`config.mk`:
```
export PLATFORM = sky130hd
export DESIGN_NAME = data_mem_arbiter
export DESIGN_NICKNAME = d
export VERILOG_FILES = /design/src/rtl/data_mem_arbiter_pkg.sv /design/src/rtl/data_mem_arbiter_starve_counter.sv /design/src/rtl/data_mem_arbiter.sv
export SDC_FILE = /design/constraint.sdc
export NUM_CORES = 1
export LEC_CHECK = 0
export BUFFER_PORTS_ARGS = -buffer_cell sky130_fd_sc_hd__clkbuf_2
export CAP_MARGIN = 20
export CORE_MARGIN = 2
export CORE_UTILIZATION = 43
export DETAILED_ROUTE_END_ITERATION = 16
export PLACE_DENSITY = 0.77
export SLEW_MARGIN = 20
export SYNTH_ARGS = -nofsm -noshare
export SYNTH_HDL_FRONTEND = slang
export SYNTH_SLANG_ARGS = --single-unit
```
`constraint.sdc`:
```
create_clock -name clock -period 2.3 [get_ports clock]
set_input_delay 0.345 -clock clock [delete_from_list [all_inputs] [get_ports clock]]
set_output_delay 0.345 -clock clock [all_outputs]
set_load 0.02 [all_outputs]
```
`src/rtl/data_mem_arbiter_pkg.sv`:
```
// Shared constants for the data memory arbiter: data width, FSM state and owner encodings.
package data_mem_arbiter_pkg;

  localparam int DATA_W = 16;

  localparam logic [1:0] ST_IDLE   = 2'd0;
  localparam logic [1:0] ST_ACCESS = 2'd1;
  localparam logic [1:0] ST_RESP   = 2'd2;

  localparam logic OWN_CPU  = 1'b0;
  localparam logic OWN_HOST = 1'b1;

endpackage

```
`src/rtl/data_mem_arbiter_starve_counter.sv`:
```
// Saturating host wait counter; flags when the host has waited at least LIMIT cycles.
module arb_starve_counter #(
  parameter int LIMIT = 8
) (
  input  logic clock,
  input  logic reset,
  input  logic i_inc,
  input  logic i_clear,
  output logic o_at_limit
);

  localparam int CW = $clog2(LIMIT + 1);
  localparam logic [CW-1:0] LIM = CW'(LIMIT);

  logic [CW-1:0] r_count;

  always_ff @(posedge clock) begin
    if (reset || i_clear) begin
      r_count <= '0;
    end else if (i_inc && (r_count < LIM)) begin
      r_count <= r_count + CW'(1);
    end
  end

  assign o_at_limit = (r_count >= LIM);

endmodule

```
`src/rtl/data_mem_arbiter.sv`:
```
// Single-port data memory arbiter between the CPU load/store path and the host/debug port.
// Optional host anti-starvation is enabled by defining ARB_FAIR_EN.
module data_mem_arbiter
  import data_mem_arbiter_pkg::*;
#(
  parameter int AW            = 6,
  parameter int DW            = DATA_W,
  parameter int HOST_WAIT_MAX = 8
) (
  input  logic          clock,
  input  logic          reset,
  input  logic          i_cpu_req,
  input  logic          i_cpu_we,
  input  logic [AW-1:0] i_cpu_addr,
  input  logic [DW-1:0] i_cpu_wdata,
  output logic [DW-1:0] o_cpu_rdata,
  output logic          o_cpu_ack,
  output logic          o_cpu_stall,
  input  logic          i_host_req,
  input  logic          i_host_we,
  input  logic [AW-1:0] i_host_addr,
  input  logic [DW-1:0] i_host_wdata,
  output logic [DW-1:0] o_host_rdata,
  output logic          o_host_ack,
  output logic          o_mem_en,
  output logic          o_mem_we,
  output logic [AW-1:0] o_mem_addr,
  output logic [DW-1:0] o_mem_wdata,
  input  logic [DW-1:0] i_mem_rdata,
  output logic [1:0]    o_state
);

  // Handshake: a requester raises req with its cmd fields and holds them until its
  // one-cycle ack; fields are captured only in the IDLE cycle that grants it.

  logic [1:0]    r_state;
  logic          r_owner;
  logic          r_is_write;
  logic          r_mem_en;
  logic          r_mem_we;
  logic [AW-1:0] r_mem_addr;
  logic [DW-1:0] r_mem_wdata;
  logic [DW-1:0] r_cpu_rdata;
  logic [DW-1:0] r_host_rdata;
  logic          r_cpu_ack;
  logic          r_host_ack;

  logic w_cpu_elig;
  logic w_host_elig;
  logic w_host_starved;
  logic w_grant_host;
  logic w_grant_cpu;
  logic w_host_granted_now;

  // A requester whose ack is showing this cycle is still holding the old request.
  assign w_cpu_elig         = i_cpu_req & ~r_cpu_ack;
  assign w_host_elig        = i_host_req & ~r_host_ack;
  assign w_grant_host       = w_host_elig & (w_host_starved | ~w_cpu_elig);
  assign w_grant_cpu        = w_cpu_elig & ~w_grant_host;
  assign w_host_granted_now = (r_state == ST_IDLE) & w_grant_host;

`ifdef ARB_FAIR_EN
  arb_starve_counter #(
    .LIMIT (HOST_WAIT_MAX)
  ) u_starve (
    .clock      (clock),
    .reset      (reset),
    .i_inc      (i_host_req & ~w_host_granted_now),
    .i_clear    (~i_host_req | w_host_granted_now),
    .o_at_limit (w_host_starved)
  );
`else
  logic w_unused_cfg;
  assign w_host_starved = 1'b0;
  assign w_unused_cfg   = (HOST_WAIT_MAX > 0) & w_host_granted_now;
`endif

  always_ff @(posedge clock) begin
    if (reset) begin
      r_state      <= ST_IDLE;
      r_owner      <= OWN_CPU;
      r_is_write   <= 1'b0;
      r_mem_en     <= 1'b0;
      r_mem_we     <= 1'b0;
      r_mem_addr   <= '0;
      r_mem_wdata  <= '0;
      r_cpu_rdata  <= '0;
      r_host_rdata <= '0;
      r_cpu_ack    <= 1'b0;
      r_host_ack   <= 1'b0;
    end else begin
      r_cpu_ack  <= 1'b0;
      r_host_ack <= 1'b0;
      case (r_state)
        ST_IDLE: begin
          if (w_grant_host) begin
            r_owner     <= OWN_HOST;
            r_is_write  <= i_host_we;
            r_mem_en    <= 1'b1;
            r_mem_we    <= i_host_we;
            r_mem_addr  <= i_host_addr;
            r_mem_wdata <= i_host_wdata;
            r_state     <= ST_ACCESS;
          end else if (w_grant_cpu) begin
            r_owner     <= OWN_CPU;
            r_is_write  <= i_cpu_we;
            r_mem_en    <= 1'b1;
            r_mem_we    <= i_cpu_we;
            r_mem_addr  <= i_cpu_addr;
            r_mem_wdata <= i_cpu_wdata;
            r_state     <= ST_ACCESS;
          end
        end
        ST_ACCESS: begin
          r_mem_en <= 1'b0;
          r_mem_we <= 1'b0;
          r_state  <= ST_RESP;
        end
        ST_RESP: begin
          // Synchronous-read data is on i_mem_rdata now; writes leave rdata untouched.
          if (r_owner == OWN_HOST) begin
            r_host_ack <= 1'b1;
            if (!r_is_write) r_host_rdata <= i_mem_rdata;
          end else begin
            r_cpu_ack <= 1'b1;
            if (!r_is_write) r_cpu_rdata <= i_mem_rdata;
          end
          r_state <= ST_IDLE;
        end
        default: r_state <= ST_IDLE;
      endcase
    end
  end

  assign o_cpu_rdata  = r_cpu_rdata;
  assign o_cpu_ack    = r_cpu_ack;
  assign o_cpu_stall  = i_cpu_req & ~r_cpu_ack;
  assign o_host_rdata = r_host_rdata;
  assign o_host_ack   = r_host_ack;
  assign o_mem_en     = r_mem_en;
  assign o_mem_we     = r_mem_we;
  assign o_mem_addr   = r_mem_addr;
  assign o_mem_wdata  = r_mem_wdata;
  assign o_state      = r_state;

endmodule
```
Word-level counts from Yosys, hierarchy flattened
Cells that the tools add are included.

cells by class
  eq/ne operators = 3
  muxes and demuxes = 17
  bitwise operators = 11
  reductions and logical operators = 8

operators with widths
  kind                                                 count
  2-to-1 mux 16 bit                                    2
  2-to-1 mux 6 bit                                     2
  2-to-1 mux 1 bit                                     8
  NOT 1 bit                                            7
  AND reduction 3 bit                                  2
  bitwise AND 1 bit                                    4
  2-to-1 mux 2 bit                                     2
  one-hot mux 1 bit (2 select lines)                   2
  one-hot mux 2 bit (2 select lines)                   1
  AND reduction 2 bit                                  2
  nonzero test 2 bit                                   2
  != test 3 bit, second input constant                 1
  equality test 2 x 1 -> 1 bit, second input constant  1
  equality test 2 bit, second input constant           1
  logical NOT 2 bit                                    1
  OR reduction 2 bit                                   1

storage, ports and cells
  register bits after elaboration = 62
  bits of input ports = 66
  logic and storage cells = 50

Longest topological paths before layout
Gate-level depths: netlist of the first run.

  depth after elaboration = 9
  depth in mapped cells = 6
  mapped depth without buffers = 5

Worst setup path after synthesis of the first run
No wires, ideal clock.

  path type = flip-flop to flip-flop
  from = register r_cpu_ack, in the netlist o_cpu_ack
  to = register r_mem_addr[0], in the netlist o_mem_addr[0]
  setup time = 0.086 ns
  data arrival time = 1.336 ns
  required time = 2.214 ns
  setup slack = 0.878 ns
  cell stages (with the launch flop) = 7
  buffers on the path = 1
  period minus slack after synthesis = 1.422 ns
  cell sequence = dfxtp_1 -> nand2b_1 -> inv_2 -> o21ai_4 -> buf_4 -> a21oi_1 -> a211oi_1

on the way
  word-level cells in the longest chain between the ends = 8
  elaborated cells between the ends (all ways) = 9
  classes of those cells = mux: 1; bitwise: 6; reduce/logical: 2

ends and longest elaborated chain
  element                        line                     RTL
  from (decl)                    data_mem_arbiter.sv:45   logic r_cpu_ack;
  from (signal assigned)         data_mem_arbiter.sv:89   r_cpu_ack <= 1'b0;
  from (signal assigned)         data_mem_arbiter.sv:92   r_cpu_ack <= 1'b0;
  from (signal assigned)         data_mem_arbiter.sv:125  r_cpu_ack <= 1'b1;
  NOT 1 bit (*)                  -
  bitwise AND 1 bit (*)          -
  named net o_cpu_stall          data_mem_arbiter.sv:18   output logic o_cpu_stall,
  NOT 1 bit                      data_mem_arbiter.sv:58   assign w_grant_host = w_host_elig & (w_host_starved | ~w_cpu_elig);
  bitwise AND 1 bit              data_mem_arbiter.sv:58
  NOT 1 bit                      data_mem_arbiter.sv:59   assign w_grant_cpu = w_cpu_elig & ~w_grant_host;
  bitwise AND 1 bit              data_mem_arbiter.sv:59
  nonzero test 2 bit (no line)   -
  AND reduction 2 bit (no line)  -
  to (signal assigned)           data_mem_arbiter.sv:101  r_mem_addr <= i_host_addr;
  to (signal assigned)           data_mem_arbiter.sv:109  r_mem_addr <= i_cpu_addr;
  to (decl)                      data_mem_arbiter.sv:41   logic [AW-1:0] r_mem_addr;

Mark *: on every way through the listed nets, which the timed path passes. The rest lies on a longest branch.
A chain may end at the register's enable or synchronous reset.

Worst setup path after layout of the first run
  from = register r_cpu_ack, in the netlist o_cpu_ack
  to = register r_mem_wdata[0], in the netlist o_mem_wdata[0]

on the way
  word-level cells in the longest chain between the ends = 8
  elaborated cells between the ends (all ways) = 9
  classes of those cells = mux: 1; bitwise: 6; reduce/logical: 2

ends and longest elaborated chain
  element                        line                     RTL
  NOT 1 bit (*)                  data_mem_arbiter.sv:56   assign w_cpu_elig = i_cpu_req & ~r_cpu_ack;
  bitwise AND 1 bit (*)          data_mem_arbiter.sv:56
  NOT 1 bit                      data_mem_arbiter.sv:58
  bitwise AND 1 bit              data_mem_arbiter.sv:58
  NOT 1 bit                      data_mem_arbiter.sv:59
  bitwise AND 1 bit              data_mem_arbiter.sv:59
  nonzero test 2 bit (no line)   -
  AND reduction 2 bit (no line)  -
  to (signal assigned)           data_mem_arbiter.sv:102  r_mem_wdata <= i_host_wdata;
  to (signal assigned)           data_mem_arbiter.sv:110  r_mem_wdata <= i_cpu_wdata;
  to (decl)                      data_mem_arbiter.sv:42   logic [DW-1:0] r_mem_wdata;

Every way passes the cells marked *; elsewhere a longest branch is shown, timed or not.

==> summary.md, run 1 <==
| Metric | Value |
|---|---|
| Status | `finished clean` |
| Largest cells by area after synthesis | `dfxtp_1 (51%), nand2_1 (14%), a21oi_1 (9.6%)` |
| Family with the most delay on the worst path | `compound AO/OA/AOI/OAI gates` |
| WS Path Type | `reg -> reg` |
| Fin nets | `between 400 and 500` |
| Post-synth EDFFs | `0` |
| DIE AREA | `6290 um2` |
| Sequential share of the synthesized area | `0.509` |
| Max Slew Vio Count | `0` |
| Setup crit start kind | `flop` |
| CTS resizes | `0` |
| Fill count | `516` |
| Drt via density | `4.92` |
| P&R area growth vs syn | `35.5%` |
| Core area | `5510 um2` |
| Comb power frac | `0.159` |
| Post-synth net total | `about 360` |
| Worst EP arrival | `1840 ps` |
| Post-DP HPWL | `4.36 mm` |
| Ys Warns | `0` |
| Sw Share | `0.259` |
| Top sig layer | `met4` |
| Met1 WL | `2.69 mm` |
| Post-route ant nets | `0` |
| Setup-failing EPs final | `0` |
| Final Skew | `4.87 ps` |
| WL per Instance | `about 12 um` |
| Clock buffers created by TritonCTS | `9` |
| Met2 wire length | `about 2.8 mm` |
| Vias | `2423` |
| Initial DRC Count | `63` |
| Sequential Power Share | `0.437` |
| Synthesized area | `2440 um2` |
| TNS Setup | `0 ps` |
| Final hold vios | `0` |
| Total grt overflow | `0` |
| Antenna cells | `0` |
| Die W | `a little under 80 um` |
| Routed WL | `6.03 mm` |
| All-Layer GR Usage | `0.206` |
| Drt drc | `0` |
| Gate Count Post-Synth | `297` |
| Int Pwr | `about 2 mW` |
| Reg clk slew, reported paths | `70 ps` |
| Clock network power share | `0.404` |
| Post-layout min period | `1620 ps` |
| DR pass1 iterations | `4` |
| Cell taking the most area after synthesis | `dfxtp_1` |
| Element type at the critical path end | `flop` |
| Clock Sinks | `62` |
| Crit-path max cell delay | `560 ps` |
| First-pass GRT wire length | `10.2 mm` |
| H-tree Lvls | `3` |
| Yosys top cell area share | `0.509` |
| Post-layout util | `0.600` |
| Max Cap Viol | `0` |
| Buffers & Inverters on Critical Path | `1` |
| Critical path data required time | `around 2500 ps` |
| CTS Root Cell | `clkbuf_8` |
| Slew HR | `0.453` |
| RSZ-0062 raised after global routing | `no` |
| CTS tree | `done` |
| IO Port Bufs | `126` |
| I/O pin cnt | `127` |
| CP max stage cell | `o21ai_4` |
| Post-CTS setup buffer count | `0` |
| Hold buffer count at CTS | `0` |
| Routed length on met3 | `just under 500 um` |
| Type of the worst min-delay path | `in -> reg` |
| Cell Rows | `27` |
| Die height | `around 79 um` |
| Main synth FF type | `dfxtp_1` |
| Worst path cell trace | `nand2b_1 > inv_2 > o21ai_4 > a21oi_1 > a211oi_1` |
| Syn Area/Cell | `roughly 8.2 um2` |
| Max Clk Rate | `0.619 GHz` |
| Initial antenna violation count | `0` |
| Vias in the first global route | `2277` |
| Total power per unit cell area | `818 nW/um2` |
| Yosys reg bits | `62` |
| Share of layout cells above drive strength 1 | `0.381` |
| Worst-margin pin slew | `821 ps` |
| Starting Density | `0.443` |
| Leak Pwr | `1.52 nW` |
| Peak supply drop | `0.000427 V` |
| Pin count of the biggest net entering global routing | `38` |
| Synth unique cells | `25` |
| Switching pwr | `approximately 0.7 mW` |
| Synth async-reset ratio | `0` |
| Final cycle utilization of the critical path | `0.702` |
| Crit Path Max Fanout | `27` |
| Routability cong. | `between 0.7 and 0.8` |
| Clk Latency, worst-skew pair | `320 ps` |
| Clock Tree Buf Depth | `2` |
stage by stage:
step | cells | hold WS (ps) | instance area [um2] | power (mW) | worst slack [ps]
after floorplan | 297 | 448 | 2440 | 1.48 | 878
after global placement | 476 | 441 | 3070 | 1.63 | 689
after detailed placement | 476 | 448 | 3070 | 1.64 | 603
after CTS | 492 | 222 | 3310 | 2.74 | 663
after global routing | 492 | 234 | 3310 | 2.83 | 500
final | 492 | 239 | 3310 | 2.71 | 685
layout make-up:
type / instances / area (um2) / area share
Sequential cell: 62 / 1240 / 0.375
Multi-Input combinational cell: 211 / 1060 / 0.322
Timing Repair Buffer: 130 / 673 / 0.204
Clock buffer: 13 / 169 / 0.0511
Tap cell: 72 / 90.1 / 0.0273
Clock inverter: 3 / 65.1 / 0.0197
Inverter: 1 / 3.75 / 0.00114
cell usage after synthesis (all sizes together) (2+ instances only):
cell    instances
nand2          90
clkbuf          9
nor2           26
a211oi         22
dfxtp          62
and2            2
buf            14
a21oi          57
nand2b          3
final timing paths:
kind                            slack [ps]  cells past startpoint                            to                          from
worst max register to register         680                      5   o_mem_wdata[0]$_SDFFE_PP0P_          o_cpu_ack$_SDFF_PP0_
worst min-delay path                   240                      3   o_mem_wdata[9]$_SDFFE_PP0P_                i_cpu_wdata[9]
worst max-delay path                   680                      5   o_mem_wdata[0]$_SDFFE_PP0P_          o_cpu_ack$_SDFF_PP0_
worst min register to register         450                      2  o_cpu_rdata[10]$_SDFFE_PP0P_  o_cpu_rdata[10]$_SDFFE_PP0P_
layer usage:
layer | global-route usage | vias to the layer above
met1 | 0.264 | 1085
li1 | - | 1228
met3 | 0.0716 | 11
met5 | 0 | -
met2 | 0.321 | 99
met4 | 0.0724 | 0
power by group through the flow:
stage | Combinational (mW) | Clock, mW | Sequential (mW)
floorplan | 0.201 | 0 | 1.28
global placement | 0.430 | 0 | 1.20
detailed placement | 0.435 | 0 | 1.21
CTS | 0.435 | 1.12 | 1.18
global route | 0.482 | 1.16 | 1.19
finish | 0.430 | 1.09 | 1.18
sequential cells by signal (all words and copies together), names as in the netlist:
signal / cells
o_cpu_ack: 1
o_mem_addr: 6
r_is_write: 1
o_cpu_rdata: 16
o_mem_we: 1
o_host_rdata: 16
r_owner: 1
o_host_ack: 1
o_mem_wdata: 16
o_state: 2
o_mem_en: 1
layout by cell type, fill, tap and decap left out, types with 2 or more instances in the layout:
cell       count
clkbuf_2     126
nand2_1       90
dfxtp_1       62
a21oi_1       47
nor2_1        25
a211oi_1      22
clkbuf_8      12
a21oi_2       10
nand2b_1       3
buf_4          3
and2_1         2
bufinv_16      2
tightest hold or removal path, stage by stage:
cell,delay [ps]
clkbuf_2,80
nand2_1,40
a211oi_1,50
logic make-up (layout without fill, tap and decap cells):
group / Yosys count / count (layout) / synth area share
AND/OR/NAND/NOR: 128 / 128 / 0.221
AO/OA/AOI/OAI: 83 / 83 / 0.215
flip-flops: 62 / 62 / 0.509
buffers and inverters: 24 / 147 / 0.0554
Power figures use the tool's default switching activity.
==> run 2: changes to the inputs <==
--- a/config.mk
+++ b/config.mk
@@ -5,12 +5,13 @@
 export SDC_FILE = /design/constraint.sdc
 export NUM_CORES = 1
 export LEC_CHECK = 0
+export ABC_AREA = 1
 export BUFFER_PORTS_ARGS = -buffer_cell sky130_fd_sc_hd__clkbuf_2
 export CAP_MARGIN = 20
 export CORE_MARGIN = 2
 export CORE_UTILIZATION = 43
 export DETAILED_ROUTE_END_ITERATION = 16
-export PLACE_DENSITY = 0.77
+export PLACE_DENSITY = 0.75
 export SLEW_MARGIN = 20
 export SYNTH_ARGS = -nofsm -noshare
 export SYNTH_HDL_FRONTEND = slang
==> constraint.sdc (replaced) <==
create_clock -name clock -period 1.69 [get_ports clock]
set_input_delay 0.2535 -clock clock [delete_from_list [all_inputs] [get_ports clock]]
set_output_delay 0.2535 -clock clock [all_outputs]
set_load 0.02 [all_outputs]
==> run 2 against run 1 <==
  * Critical path depth is 3 higher
  * Utilization is 1.0 points lower
  * Total power grew 45%
  * Flip-flop and latch count is the same
  * Count of clock-buffer cells in the layout stayed put
  * Wire length rose by 3.9%
  * Die area grew 8.4%
  * Non-clock buffer count stayed put
  * Final cell count increased by 18%
  * Fmax increased by 25%
  * Critical path type unchanged
  * Largest power group is now clock
  * Sequential power grew 37%
  * Setup slack lost 290 ps
==> summary.md, run 2 <==
| Metric | Value |
|---|---|
| Hold Slack | `165 ps (-74.1 ps)` |
| Register area | `1240 um2 (unchanged)` |
| Synthesized area | `2660 um2 (+8.8%)` |
| RSZ-0062 raised after global routing | `no` |
| Post-route ant nets | `0 (unchanged)` |
| Worst-margin pin slew | `380 ps (-441 ps)` |
| H-tree Lvls | `3 (unchanged)` |
| First-pass GRT wire length | `9.86 mm (-3.3%)` |
| CP max stage cell | `dfxtp_1` |
| Antenna cells | `0 (unchanged)` |
| Peak supply drop | `0.000665 V (+56%)` |
| Post-layout min period | `1300 ps (-319 ps)` |
| Drt drc | `0 (unchanged)` |
| Reg clk slew, reported paths | `70 ps (about the same)` |
| Total power per unit cell area | `1120 nW/um2 (+37%)` |
| Drt via density | `4.60 (-6.6%)` |
| Sw Share | `0.268 (+0.00874)` |
| Cell mode on critical path | `nand2_1` |
| Clock Sinks | `62 (unchanged)` |
| Syn Area/Cell | `7.06 um2 (-14%)` |
| Family with the most delay on the worst path | `simple AND/OR/NAND/NOR gates` |
| CTS tree | `done` |
| Element type at the critical path end | `flop` |
| Max Clk Rate | `0.771 GHz (+25%)` |
| Total grt overflow | `0 (unchanged)` |
| Critical path data required time | `1920 ps (-610 ps)` |
| Fill count | `600 (+16%)` |
| Share of layout cells above drive strength 1 | `0.312 (-0.0694)` |
| Hold buffer count at CTS | `0 (unchanged)` |
| Sequential share of the synthesized area | `0.467 (-0.0412)` |
| Int Pwr | `2.88 mW (+44%)` |
| Post-synth EDFFs | `0 (unchanged)` |
| DIE AREA | `6820 um2 (+8.4%)` |
| Main synth FF type | `dfxtp_1` |
| Synth async-reset ratio | `0 (unchanged)` |
| Clock network power share | `0.414 (+0.010)` |
| Setup crit start kind | `flop` |
| Initial antenna violation count | `0 (unchanged)` |
| CTS resizes | `0 (unchanged)` |
| Most frequent cells after synthesis | `nor2_1 (77), nand2_1 (74), dfxtp_1 (62), inv_1 (50), a21oi_1 (25)` |
| P&R area growth vs syn | `32.3%` |
| WL per Instance | `10.8 um (-12%)` |
| FF-to-FF path depth | `8 (+3)` |
| Buffers & Inverters on Critical Path | `3 (+2)` |
| Post-DP HPWL | `4.51 mm (+3.3%)` |
| Type of the worst min-delay path | `in -> reg` |
| Starting Density | `0.446 (+0.00272)` |
| DR pass1 iterations | `5 (+1)` |
| Switching pwr | `1.05 mW (+50%)` |
| Crit Path Max Fanout | `25 (-7.4%)` |
| Comb power frac | `0.173 (+0.014)` |
| Ys Warns | `0 (unchanged)` |
| Post-layout util | `0.590 (-0.0104)` |
| Clock buffers created by TritonCTS | `9 (unchanged)` |
| Sequential Power Share | `0.413 (-0.024)` |
| Vias in the first global route | `2318 (+1.8%)` |
| Max Cap Viol | `0 (unchanged)` |
| Gate Count Post-Synth | `376 (+27%)` |
| Yosys reg bits | `62 (unchanged)` |
| Hold path cells | `3 (unchanged)` |
| Cell Rows | `28 (+3.7%)` |
| Pin count of the biggest net entering global routing | `34 (-11%)` |
| Most frequent cells in the layout | `clkbuf_2 (126), nor2_1 (77), nand2_1 (74), dfxtp_1 (62), inv_1 (50)` |
| Fin nets | `565 (+17%)` |
| Core area | `5960 um2 (+8.2%)` |
| Vias | `2662 (+9.9%)` |
| I/O pin cnt | `127 (unchanged)` |
| Status | `finished clean` |
| Routability cong. | `0.698 (-3.0%)` |
| Synth unique cells | `20 (-20%)` |
| All-Layer GR Usage | `0.189 (-0.0168)` |
| Slew HR | `0.747 (+0.294)` |
| Stages on the worst setup path | `8 (+3)` |
| WS Path Type | `reg -> reg` |
| Worst path cell trace | `inv_2 > nand2_1 > nand2_2 > nand2_4 > buf_4 > a21oi_1 > nand2_1 > inv_1` |
| Post-CTS setup buffer count | `0 (unchanged)` |
| Cell taking the most area after synthesis | `dfxtp_1` |
| Worst EP arrival | `1530 ps (-310 ps)` |
| Setup-failing EPs final | `0 (unchanged)` |
| Multi-input gate area | `1050 um2 (-1.4%)` |
| Clock Tree Buf Depth | `2 (unchanged)` |
| Final Skew | `7.54 ps (+2.67 ps)` |
| Die height | `82.6 um (+4.1%)` |
| Die W | `82.6 um (+4.1%)` |
| Max Slew Vio Count | `0 (unchanged)` |
| Clk Latency, worst-skew pair | `340 ps (+20 ps)` |
| Routed WL | `6.27 mm (+3.9%)` |
| Commonest non-fill, non-tap cell in the layout | `clkbuf_2` |
| Initial DRC Count | `59 (-6.3%)` |
| Leak Pwr | `1.90 nW (+25%)` |
| Final cycle utilization of the critical path | `0.767 (+0.0648)` |
| Largest cells by area after synthesis | `dfxtp_1 (47%), nor2_1 (11%), nand2_1 (10%)` |
| Count leader, synth | `nor2_1` |
| CTS Root Cell | `clkbuf_8` |
| Crit-path max cell delay | `350 ps (-210 ps)` |
| IO Port Bufs | `126 (unchanged)` |
| Final hold vios | `0 (unchanged)` |
| TNS Setup | `0 ps (unchanged)` |
| Yosys top cell area share | `0.467 (-0.0412)` |
| Post-synth net total | `442 (+22%)` |
## run 2: changes by cell type in the layout (fill, tap and decap cells not counted), sizes merged, moves of 2 or more
cell	delta
inv	+55
nor2	+53
a21oi	-32
o21ai	+31
nand3	+23
a211oi	-22
nand2	-11
nand2b	-3
and2	-2
## run 2: final timing paths
check | start | to | slack, ps
min | i_mem_rdata[9] | o_host_rdata[9]$_SDFFE_PP0P_ | 160
min reg2reg | r_owner$_SDFFE_PP0P_ | o_cpu_ack$_SDFF_PP0_ | 460
max reg2reg | o_cpu_ack$_SDFF_PP0_ | o_mem_wdata[12]$_SDFFE_PP0P_ | 390
max | o_cpu_ack$_SDFF_PP0_ | o_mem_wdata[12]$_SDFFE_PP0P_ | 390
## run 2: cell type report
cell class                 count  share of cell area
clock buffer                  13              0.0452
clock inverter                 3              0.0256
inverter                      56              0.0627
multi-input combinational    240               0.298
sequential                    62               0.353
tap                           75              0.0267
timing repair buffer         130               0.188
## run 2: logic make-up (layout without fill, tap and decap cells)
family,count (synthesis),after routing,synth area share
flops,62,62,0.467
simple gates,182,182,0.285
buf+inv,74,202,0.138
compound gates,58,58,0.110
## run 2: layer usage
layer  track usage  share of wire
met2         0.325           0.45
met1         0.210           0.44
met5             0              0
met4        0.0984          0.021
met3        0.0554          0.090
## run 2: per-stage QoR
stage | area, um2 | cells | power [mW] | setup WS [ps]
floorplan | 2660 | 376 | 2.12 | 440
global placement | 3260 | 563 | 2.33 | 448
detailed placement | 3260 | 563 | 2.34 | 411
CTS | 3510 | 579 | 3.96 | 373
global route | 3510 | 579 | 4.12 | 235
finish | 3510 | 579 | 3.93 | 394
## run 2: worst min-delay path, delay by kind of cell
family | cells | cell delay [ps]
buf+inv | 1 | 80
simple gates | 1 | 70
compound gates | 1 | 60
## run 2: power by group through the flow
stage                     clock network, mW  logic (mW)  registers [mW]
after floorplan                           0       0.343            1.77
after global placement                    0       0.671            1.65
after detailed placement                  0       0.682            1.66
after CTS                              1.65       0.685            1.62
after global routing                   1.72       0.765            1.64
final                                  1.63       0.679            1.62
